## config.mk

```make
export PLATFORM = sky130hd
export DESIGN_NAME = gb_alu
export DESIGN_NICKNAME = d
export VERILOG_FILES = /design/src/rtl/gb_alu.sv
export SDC_FILE = /design/constraint.sdc
export NUM_CORES = 1
export LEC_CHECK = 0
export BUFFER_PORTS_ARGS = -buffer_cell sky130_fd_sc_hd__buf_2
export CAP_MARGIN = 10
export CORE_AREA = 2 2 50 99
export CTS_CLUSTER_SIZE = 10
export DETAILED_ROUTE_END_ITERATION = 8
export DIE_AREA = 0 0 52 101
export PLACE_DENSITY_LB_ADDON = 0.25
export SETUP_SLACK_MARGIN = 0.5
export SYNTH_ARGS = -nofsm -noshare
export SYNTH_HDL_FRONTEND = slang
export SYNTH_SLANG_ARGS = --single-unit
export TNS_END_PERCENT = 50
```

## constraint.sdc

```tcl
create_clock -name clk -period 0.8 [get_ports clk]
set_input_delay 0.04 -clock clk [delete_from_list [all_inputs] [get_ports clk]]
set_output_delay 0.04 -clock clk [all_outputs]
set_load 0.1 [all_outputs]
```

## src/rtl/gb_alu.sv

```systemverilog
// SM83-style 8-bit ALU: ADD/ADC/SUB/SBC/AND/OR/XOR/CP with Z/N/H/C flags.
// Result and flags are captured on an enabled rising edge (one cycle latency).
module gb_alu (
   input  logic       clk,
   input  logic       rst_n,
   input  logic       en,
   input  logic [7:0] num1,
   input  logic [7:0] num2,
   input  logic [2:0] cmd,
   input  logic       carry_in,
   output logic [7:0] out,
   output logic       flag_zero,
   output logic       flag_sub,
   output logic       flag_half_carry,
   output logic       flag_carry
);

   typedef enum logic [2:0] {
      OP_ADD = 3'b000,
      OP_ADC = 3'b001,
      OP_SUB = 3'b010,
      OP_SBC = 3'b011,
      OP_AND = 3'b100,
      OP_OR  = 3'b101,
      OP_XOR = 3'b110,
      OP_CP  = 3'b111
   } opcode_t;

   opcode_t    op;
   logic       c;
   logic [8:0] sum9;
   logic [4:0] hsum;
   logic [8:0] sub_rhs;
   logic [4:0] hsub_rhs;
   logic [7:0] diff;
   logic       borrow;
   logic       hborrow;

   logic [7:0] res_nxt;
   logic [7:0] zsrc;
   logic       n_nxt;
   logic       h_nxt;
   logic       c_nxt;

   assign op = opcode_t'(cmd);

   always_comb begin
      c        = ((op == OP_ADC) || (op == OP_SBC)) ? carry_in : 1'b0;
      sum9     = {1'b0, num1} + {1'b0, num2} + {8'b0, c};
      hsum     = {1'b0, num1[3:0]} + {1'b0, num2[3:0]} + {4'b0, c};
      sub_rhs  = {1'b0, num2} + {8'b0, c};
      hsub_rhs = {1'b0, num2[3:0]} + {4'b0, c};
      diff     = num1 - num2 - {7'b0, c};
      borrow   = {1'b0, num1} < sub_rhs;
      hborrow  = {1'b0, num1[3:0]} < hsub_rhs;
   end

   always_comb begin
      res_nxt = 8'h00;
      zsrc    = 8'h00;
      n_nxt   = 1'b0;
      h_nxt   = 1'b0;
      c_nxt   = 1'b0;
      case (op)
         OP_ADD, OP_ADC: begin
            res_nxt = sum9[7:0];
            zsrc    = sum9[7:0];
            h_nxt   = hsum[4];
            c_nxt   = sum9[8];
         end
         OP_SUB, OP_SBC: begin
            res_nxt = diff;
            zsrc    = diff;
            n_nxt   = 1'b1;
            h_nxt   = hborrow;
            c_nxt   = borrow;
         end
         OP_AND: begin
            res_nxt = num1 & num2;
            zsrc    = res_nxt;
            h_nxt   = 1'b1;
         end
         OP_OR: begin
            res_nxt = num1 | num2;
            zsrc    = res_nxt;
         end
         OP_XOR: begin
            res_nxt = num1 ^ num2;
            zsrc    = res_nxt;
         end
         OP_CP: begin
            // accumulator passes through; flags come from the discarded difference
            res_nxt = num1;
            zsrc    = diff;
            n_nxt   = 1'b1;
            h_nxt   = hborrow;
            c_nxt   = borrow;
         end
         default: begin
            res_nxt = 8'h00;
         end
      endcase
   end

   always_ff @(posedge clk or negedge rst_n) begin
      if (!rst_n) begin
         out             <= 8'h00;
         flag_zero       <= 1'b0;
         flag_sub        <= 1'b0;
         flag_half_carry <= 1'b0;
         flag_carry      <= 1'b0;
      end else if (en) begin
         out             <= res_nxt;
         flag_zero       <= (zsrc == 8'h00);
         flag_sub        <= n_nxt;
         flag_half_carry <= h_nxt;
         flag_carry      <= c_nxt;
      end
   end

endmodule

```

==> impl_results.md <==
- Post-synth design cell area: around 0.0023 mm2
- Number of max-cap violations: 0
- Slew @ Worst Pin: 533 ps
- Worst skew pair latency: about 240 ps
- Number of nets in the layout: 467
- Clock input transition at the sequential cells of the worst setup and hold paths: around 50 ps
- Standard cell core area: between 0.004 and 0.005 mm2
- Fraction of power consumed by sequential logic: 0.159
- Worst slew margin: 0.641
- HPWL after DPL: ~6500 um
- Layer with the highest usage: met2
- Logic gate share of total power: 0.724
- First-pass GRT wire length: between 10,000 and 15,000 um
- Sinks on Clock Net: 12
- Maximum frequency from static timing analysis: between 400 and 500 MHz
- Master of the slowest instance on the critical path: sky130_fd_sc_hd__fa_2
- Final Setup Violations: 24
- Aggregate global-route resource usage: 0.330
- Post-route fraction of the period consumed by the critical path: 2.65
- Yosys warns: 0
- Number of synthesized flops with an enable pin: 0
- Number of antenna violations at the first check in global routing: 0
- Global-route met3 utilization: 0.0371
- Vertical extent of the die: roughly 100 um
- Count of antenna-violating nets left after detailed routing: 0
- Diodes inserted: 0
- Most common cell after layout, fill and taps aside: sky130_fd_sc_hd__buf_4
- Overflow left after global routing: 0
- CTS root buffer: sky130_fd_sc_hd__clkbuf_8
- Post-route cell area: 0.00360 mm2
- Sw power: between 2 and 2.5 mW
- Port bufs: 34
- Final worst clock skew: 0 ps
- Largest cells by area after synthesis: sky130_fd_sc_hd__ha_1 (21%), sky130_fd_sc_hd__dfrtp_1 (13%), sky130_fd_sc_hd__inv_1 (5.9%)
- Final critical path time including I/O delays and setup: between 2000 and 2500 ps
- Status: complete, but fails checks
- Type of the most critical hold path: in -> async
- Clk pwr share: 0.117
- Flip-flop cell with the highest count after synthesis: sky130_fd_sc_hd__dfrtp_1
- Count of cell types in the netlist: 55
- Cells along the critical path: buf_8 -> inv_8 -> nand3_4 -> inv_4 -> fa_2 -> inv_2 -> ha_4 -> o211ai_1 -> nand3_1 -> a211o_1 -> a32o_2 -> a22oi_2 -> mux2_4
- Async SR Flop Fraction: 1.00
- Arrival @ worst endpoint: around 2300 ps
- Worst slack, placed: -1710 ps
- RSZ-0062 raised after global routing: yes
- Fraction of power spent switching nets: 0.468
- Layout cells sized above 1: 0.425
- Required time at the worst-slack endpoint: roughly 990 ps
- Peak fanout along the critical path: 3
- Pwr Density: 1390 mW/mm2
- Delay of the slowest critical-path stage: 600 ps
- Routed vias: between 2k and 3k
- Count of unresolved DRC violations after routing: 0
- Drt first pass iters: 4
- Internal power summed over all cells: 2.67 mW
- # IOs: 35
- Standard-cell row count: 35
- Fin Hold WS: -332 ps
- Post-DR vias/cell: 5.87
- Syn_area_per_cell: 7.86 um2
- Syn Inst Count: 292
- CP endpoint kind: register
- Count of H-tree levels built during CTS: 1
- Global-route met1 utilization: 0.345
- Critical path launch point type: input pin
- Routed len/inst: 18.5 um
- Initial standard-cell utilization of the core: 0.509
- Violated checks: negative hold slack, negative setup slack
- Fin. Hold Viols: 12
- Number of buffers added by the clock tree synthesis step: 3
- Clock tree from TritonCTS: yes
- Detailed Route Iter0 Violations: 57
- Sequential-to-total area share from yosys stat: 0.131
- Type of the setup path with the least slack: in -> reg
- Largest net degree at the start of global routing: 27
- Clock tree buffer depth: 2
- Post-place instance area: 0.00330 mm2
- Met2 GRT Util: 0.604
- Final max-slew violation count: 0
- Area added between synthesis and finish: 56.7%
- Post-route setup slack: -1320 ps
- Most used cells in the layout excluding fill and tap cells: sky130_fd_sc_hd__buf_4 (75), sky130_fd_sc_hd__ha_1 (34), sky130_fd_sc_hd__inv_1 (31), sky130_fd_sc_hd__buf_2 (19)
- Placer Congestion: 0.925
- Leakage: between 1.5 and 2 nW
- Die area: approximately 0.0053 mm2
- FF+latch count, synth: 12
- Filler cells: ~310
- Cell accounting for the most synthesized area: sky130_fd_sc_hd__ha_1
- Die X-Extent: 52 um
- Top cell type's share of synthesized area: 0.213
- Net count after synthesis: around 360
- IR Drop Worst-Case VDD: about 1.7 mV
- Vias in the first global route: ~2.7k
- Routed WL: 8410 um
## state kept, by name (all words and copies together) (netlist names)
register         count
flag_sub             1
flag_half_carry      1
flag_zero            1
flag_carry           1
out                  8
## layout make-up
class                   instances  area, um2  area share
well taps                      55       68.8      0.0191
repair buffers                116       1010       0.282
clock buffers                   4       45.0      0.0125
flip-flops and latches         12        304      0.0845
multi-input cells             232       2020       0.562
inverters                      36        145      0.0403
## worst paths after layout
kind                       startpoint        to  slack (ps)  cells past startpoint
setup / recovery               cmd[2]    out[7]       -1320                     13
hold / removal                  rst_n    out[5]        -330                      1
setup reg to reg               out[2]    out[2]          10                      1
hold reg to reg                out[0]    out[0]         530                      1
max in group asynchronous       rst_n  flag_sub         890                      1
min in group clk                   en    out[5]         290                      3
## power groups by stage
stage	Clock [mW]	Sequential, mW	Combinational, mW
after CTS	0.591	0.799	3.43
after global routing	0.610	0.810	3.84
after detailed placement	0	0.803	3.21
after global placement	0	0.799	3.14
after floorplan	0	1.45	1.20
final	0.587	0.799	3.63
## synth_stat cells (4+ instances only)
master and n:
sky130_fd_sc_hd__nor2_1 16, sky130_fd_sc_hd__fa_1 4, sky130_fd_sc_hd__nand3_1 11, sky130_fd_sc_hd__dfrtp_1 12, sky130_fd_sc_hd__o221ai_1 4, sky130_fd_sc_hd__nand2b_1 7, sky130_fd_sc_hd__o21a_1 7, sky130_fd_sc_hd__nor2b_1 6
sky130_fd_sc_hd__and2_1 5, sky130_fd_sc_hd__nor3_1 7, sky130_fd_sc_hd__a21oi_1 13, sky130_fd_sc_hd__ha_1 39, sky130_fd_sc_hd__a211o_1 4, sky130_fd_sc_hd__xnor2_1 12, sky130_fd_sc_hd__xor2_1 5, sky130_fd_sc_hd__clkbuf_1 5
sky130_fd_sc_hd__a211oi_1 4, sky130_fd_sc_hd__inv_1 36, sky130_fd_sc_hd__o21ai_0 20, sky130_fd_sc_hd__nand2_1 15, sky130_fd_sc_hd__and3_1 4
## through the flow
step           total power, mW  hold slack [ps]   util  setup TNS (ps)  cells
2_1_floorplan             2.65             -256      -          -16330    292
3_3_place_gp              3.94            -71.4  0.732          -16360    448
3_5_place_dp              4.02            -61.7  0.732          -16970    448
4_1_cts                   4.82             -323  0.779          -13440    454
5_1_grt                   5.26             -316  0.798          -15080    455
6_report                  5.02             -332  0.798          -13950    455
## metal layers
layer / part of all wire / vias to the layer above
li1: - / 1256
met1: 0.35 / 1243
met2: 0.54 / 128
met3: 0.046 / 43
met4: 0.067 / 0
met5: 0 / -
## worst max-delay path, delay by kind of cell
| kind | cells | cell delay [ps] |
|---|---|---|
| buf+inv | 4 | 220 |
| fa+ha+maj | 2 | 760 |
| mux | 1 | 160 |
| simple gates | 2 | 190 |
| compound gates | 4 | 920 |
## what timing repair did
action | CTS | global route
buffers inserted | 2 | 1
endpoints found under the setup margin | 24 | 24
gates resized for setup | 38 | 17
pin swaps | 18 | 9
hold endpoints to repair | 12 | 12
cloned | 0 | 0
## kinds of logic after synthesis
logic type	count (synthesis)	share of synthesized area
simple gates	85	0.193
flops	12	0.131
buf+inv	48	0.0916
fa+ha+maj	43	0.247
compound gates	81	0.244
mux	6	0.0278
xor+xnor	17	0.0648
Note: power is estimated with default switching activity, not from simulation.
